<file path="config.mk">
export PLATFORM = sky130hd
export DESIGN_NAME = score_accum
export DESIGN_NICKNAME = d
export VERILOG_FILES = /design/src/rtl/score_accum_pkg.sv /design/src/rtl/score_accum_sat_add32.sv /design/src/rtl/score_accum.sv
export SDC_FILE = /design/constraint.sdc
export NUM_CORES = 1
export LEC_CHECK = 0
export ABC_AREA = 1
export ABC_CLOCK_PERIOD_IN_PS = 2600
export CAP_MARGIN = 20
export CORE_ASPECT_RATIO = 0.9
export CORE_MARGIN = 5
export CORE_UTILIZATION = 49
export CTS_BUF_LIST = sky130_fd_sc_hd__clkbuf_4
export DETAILED_ROUTE_END_ITERATION = 8
export GPL_TIMING_DRIVEN = 0
export PLACE_DENSITY = 0.86
export SLEW_MARGIN = 20
export SYNTH_ARGS = -nofsm -noshare
export SYNTH_HDL_FRONTEND = slang
export SYNTH_SLANG_ARGS = --single-unit
export TNS_END_PERCENT = 50
</file>
<file path="constraint.sdc">
create_clock -name clk -period 2.6 [get_ports clk]
set_input_delay 0.52 -clock clk [delete_from_list [all_inputs] [get_ports clk]]
set_output_delay 0.52 -clock clk [all_outputs]
set_load 0.02 [all_outputs]
</file>
<file path="src/rtl/score_accum_pkg.sv">
// rtl/score_accum_pkg.sv - shared state codes and score limits for score_accum
//
// Purpose: the FSM state encoding used by score_accum, the saturation ceiling
//          for the 32-bit score, and the default miss penalty.
// Ports:   none (package)
package score_accum_pkg;

    typedef enum logic [1:0] {
        SCORE_IDLE = 2'd0,
        SCORE_PLAY = 2'd1,
        SCORE_DONE = 2'd2
    } score_state_e;

    localparam logic [31:0] SCORE_MAX        = 32'hFFFF_FFFF;
    // 0.1 s at the 100 MHz system clock
    localparam logic [31:0] MISS_PENALTY_DEF = 32'd10_000_000;

endpackage

</file>
<file path="src/rtl/score_accum_sat_add32.sv">
// rtl/score_accum_sat_add32.sv - combinational a + b + c clamped to SCORE_MAX
//
// Purpose: saturating three-term adder used for the score update. The sum is
//          formed in 33 bits; any carry out of bit 31 clamps the result.
// Ports:
//   a_i   in  32  running value
//   b_i   in  32  second addend
//   c_i   in  1   single-bit increment
//   sum_o out 32  saturated sum
module sat_add32
    import score_accum_pkg::*;
(
    input  logic [31:0] a_i,
    input  logic [31:0] b_i,
    input  logic        c_i,
    output logic [31:0] sum_o
);

    logic [32:0] sum_wide;

    // a + b + 1 never exceeds 2^33 - 1, so 33 bits hold the exact sum.
    assign sum_wide = {1'b0, a_i} + {1'b0, b_i} + {32'd0, c_i};
    assign sum_o    = sum_wide[32] ? SCORE_MAX : sum_wide[31:0];

endmodule

</file>
<file path="src/rtl/score_accum.sv">
// rtl/score_accum.sv - learning-mode penalty score accumulator
//
// Purpose: while a song plays, adds 1 per cycle where key_in differs from
//          expected_key and MISS_PENALTY per note window never matched.
//          The final score feeds score2level.
// Ports:
//   clk           in  1      system clock
//   rst_n         in  1      synchronous active-low reset
//   song_start    in  1      clears score and enters PLAY (highest priority)
//   song_end      in  1      closes the last window, enters DONE
//   note_valid    in  1      closes the current window, opens the next
//   expected_key  in  KEY_W  required key pattern (0 = rest)
//   key_in        in  KEY_W  debounced key state
//   score         out 32     saturating accumulated penalty
//   score_valid   out 1      high in DONE
//   notes_missed  out 8      saturating count of missed windows
module score_accum
    import score_accum_pkg::*;
#(
    parameter logic [31:0] MISS_PENALTY = MISS_PENALTY_DEF,
    parameter int          KEY_W        = 7
) (
    input  logic             clk,
    input  logic             rst_n,
    input  logic             song_start,
    input  logic             song_end,
    input  logic             note_valid,
    input  logic [KEY_W-1:0] expected_key,
    input  logic [KEY_W-1:0] key_in,
    output logic [31:0]      score,
    output logic             score_valid,
    output logic [7:0]       notes_missed
);

    score_state_e state_q;
    logic [31:0]  score_q;
    logic [31:0]  score_d;
    logic         valid_q;
    logic [7:0]   missed_q;
    logic         hit_q;

    logic        match;
    logic        win_close;
    logic        miss;
    logic [31:0] penalty;

    assign match     = (key_in == expected_key);
    assign win_close = note_valid | song_end;
    // A window is missed only if no earlier cycle hit and the closing cycle
    // itself does not match either.
    assign miss      = win_close & ~hit_q & ~match;
    assign penalty   = miss ? MISS_PENALTY : 32'd0;

    sat_add32 u_sat_add (
        .a_i   (score_q),
        .b_i   (penalty),
        .c_i   (~match),
        .sum_o (score_d)
    );

    always_ff @(posedge clk) begin
        if (!rst_n) begin
            state_q  <= SCORE_IDLE;
            score_q  <= 32'd0;
            valid_q  <= 1'b0;
            missed_q <= 8'd0;
            hit_q    <= 1'b0;
        end else if (song_start) begin
            // Coincident song_end / note_valid are deliberately dropped here.
            state_q  <= SCORE_PLAY;
            score_q  <= 32'd0;
            valid_q  <= 1'b0;
            missed_q <= 8'd0;
            hit_q    <= 1'b0;
        end else begin
            case (state_q)
                SCORE_PLAY: begin
                    score_q <= score_d;
                    if (win_close) begin
                        hit_q <= 1'b0;
                        if (miss && missed_q != 8'hFF) begin
                            missed_q <= missed_q + 8'd1;
                        end
                    end else if (match) begin
                        hit_q <= 1'b1;
                    end
                    if (song_end) begin
                        state_q <= SCORE_DONE;
                        valid_q <= 1'b1;
                    end
                end
                SCORE_IDLE, SCORE_DONE: begin
                    state_q <= state_q;
                end
                default: begin
                    state_q <= SCORE_IDLE;
                end
            endcase
        end
    end

    assign score        = score_q;
    assign score_valid  = valid_q;
    assign notes_missed = missed_q;

endmodule
</file>
==> out/qor.txt <==
slowest CP cell -> dlygate4sd2_1
met2 WL post-DR -> 4960 um
Max Clk Rate -> 398 MHz
Max stage delay on crit path -> 0.24 ns
Highest Signal Layer -> met4
ratio of cells with drive above 1 in the final layout -> 0.199
Post-synth EDFFs -> 0
worst setup path class -> input port to flip-flop
drt first-iter violations -> 277
drc violations -> 0
Routed wire per std cell -> 15.2 um
placed insts -> 660
CP Data Required Time -> 2.90 ns
VDD IR max -> 311 uV
setup violators final -> 0
clk_lat worst skew -> 0.39 ns
Antenna Cells -> 0
hold path startpoint -> state_q[1]
critical path launch point type -> input port
I/O Buffers -> 59
setup ws final -> 0.0901 ns
CTS clk-pin slew, worst paths -> 0.14 ns
vias -> 3731
worst path bufs/invs -> 4
CTS tree -> built
Final ANT Viol Nets -> 0
post-synth top area share -> 0.274
Die H -> 86.9 um
CP delay by family, top -> simple AND/OR/NAND/NOR gates
global-route wire length before repair -> 16600 um
Setup WS pre-CTS -> -1.08 ns
nets@finish -> 620
total routed wirelength -> 10500 um
Post-synth top cells -> 142 x nand2_1, 80 x inv_1, 48 x nor2_1
maxcap violations -> 0
Netlist cell types -> 36
Hold Path Class -> flip-flop to flip-flop
vias in the first global route -> 3613
most frequent cell after synthesis -> nand2_1
HPWL after DPL -> 7220 um
layout overhead on the synthesized area -> 37.5%
largest area contributor in the netlist -> dfxtp_1
syn nets -> 534
WL met1 -> 4350 um
most used cell, CP -> nand2_1
Arrival @ worst endpoint -> 2.81 ns
Starting Density -> 0.496
core area -> 0.00648 mm2
Fin Setup TNS -> 0 ns
clock buffer depth -> 2
largest net degree at the start of global routing -> 16
total grt overflow -> 0
number of antenna violations at the first check in global routing -> 0
DR pass1 iterations -> 5
final hold viol count -> 0
cell area after synthesis -> 0.00322 mm2
Critical Path Fanout Max -> 4
crit path cell chain -> dlygate4sd2_1 -> nand2_1 -> nand2_1 -> nand2_1 -> nor2_2 -> nand2_2 -> ha_4 -> ha_4 -> nand2_2 -> inv_2 -> nand4_1 -> inv_1 -> nand4_1 -> nand2_2 -> nand3_1 -> nand2_2 -> nand3_1 -> nand2_1 -> nand2_1 -> nand2_1 -> nand3_2 -> nand2_1 -> inv_1
Static Leak -> 0.00197 uW
Util after Layout -> 0.682
Setup crit end kind -> flip-flop
main area contributors after synthesis -> dfxtp_1 27%, nand2_1 17%, inv_1 9.3%
Synth Register Bits -> 44
die width -> 95.4 um
TritonCTS Sinks -> 44
relative slew slack -> 0.498
clock skew -> 0.0122 ns
share of the yosys chip area belonging to registers -> 0.274
final worst-path cycle share -> 0.965
H-tree levels -> 2
Setup crit start -> key_in[1]
TritonCTS buffer count -> 5
CTS Hold Bufs -> 0
Worst-Margin Slew -> 0.754 ns
run status -> complete, no violations
Pins Over Slew Limit -> 0
minimum clock period -> 2.51 ns
site row count -> 28
Syn Area/Cell -> 6.29 um2
Total Routing Usage GR -> 0.255
drt via density -> 5.42
main flop type after synthesis -> dfxtp_1
gp weighted congestion -> 1.03
Finished Layout Cells -> 688
Pwr Density -> 322 mW/mm2
r2r startpoint -> hit_q
Root Driver -> clkbuf_4
IO Pins -> 60
die area -> 0.00828 mm2
WL met3 -> 825 um
YS warnings -> 0
async set-or-reset flop fraction in the synthesized netlist -> 0
synthesized instance count -> 511
[placed cells by master (no fill, tap or decap), drive strengths merged, types with 12 or more instances in the layout]
master,netlist,routed
buf,3,22
nor2,52,52
a21oi,36,36
dfxtp,44,44
xor2,12,12
nand3,51,51
clkdlybuf4s50,0,43
nand2,147,147
clkbuf,8,22
inv,82,83
o21ai,29,29
[final cells by class]
type / instances / area (um2)
Multi-Input combinational cell: 374 / 2180
Clock buffer: 5 / 37.5
Buffer: 11 / 77.6
Sequential cell: 44 / 881
Timing Repair Buffer: 79 / 776
Clock inverter: 3 / 46.3
Fill cell: 553 / 2060
Inverter: 82 / 310
Tap cell: 90 / 113
[per-layer routing]
| metal | up-vias | track usage |
|---|---|---|
| met1 | 1731 | 0.321 |
| met2 | 169 | 0.426 |
| li1 | 1802 | - |
| met5 | - | 0 |
| met3 | 29 | 0.0458 |
| met4 | 0 | 0.109 |
[worst register-to-register path, cell delays in order, from the launching register on]
cell and delay, ns:
dfxtp_1 0.33, inv_1 0.07, o21ai_2 0.09, o21bai_4 0.21
buf_4 0.19, nand2_1 0.10, nand2_2 0.13, nor2_4 0.20
nand2_4 0.08, nor2_4 0.13, nand3_2 0.10, nand3_4 0.10
nand3_4 0.10, buf_12 0.19, buf_16 0.14, nand3_2 0.06
nand2_1 0.05, inv_1 0.04
[power by group]
part	leakage, uW	switching, uW	internal [uW]	total (uW)
Clock	0.0000418	264	206	470
Combinational	0.00157	167	93.2	260
Sequential	0.000356	11.3	684	696
[timing repair]
action,CTS,global route
pin swaps,18,23
cloned,2,0
buffers inserted,11,7
endpoints found under the setup margin,32,32
endpoints found under the hold margin,0,0
gates resized for setup,47,55
[final timing paths]
kind | end | depth (start not counted) | slack [ns]
setup / recovery | score[28] | 23 | 0.09
hold / removal | state_q[1] | 2 | 0.48
setup reg to reg | score[21] | 17 | 0.24
hold reg to reg | state_q[1] | 2 | 0.48
[cells by family after synthesis]
family | Yosys count | synth area share
AOI/OAI and AO/OA | 82 | 0.162
xor gates and xnor gates | 18 | 0.0490
adders and majority gates | 4 | 0.0156
buffers and inverters | 93 | 0.115
DFF | 44 | 0.274
and+or+nand+nor | 270 | 0.384
[through the flow]
stage / area (um2) / hold WS, ns / total power [uW]
after floorplan: 3220 / 0.444 / 841
after global placement: 3920 / 0.445 / 925
after detailed placement: 3920 / 0.457 / 932
after CTS: 4280 / 0.478 / 1400
after global routing: 4420 / 0.511 / 1490
final: 4420 / 0.478 / 1430
[state kept, by name, indices dropped and copies added, names as in the netlist]
name / flops
hit_q: 1
score_valid: 1
state_q: 2
score: 32
notes_missed: 8
(Power assumes the default switching activity.)
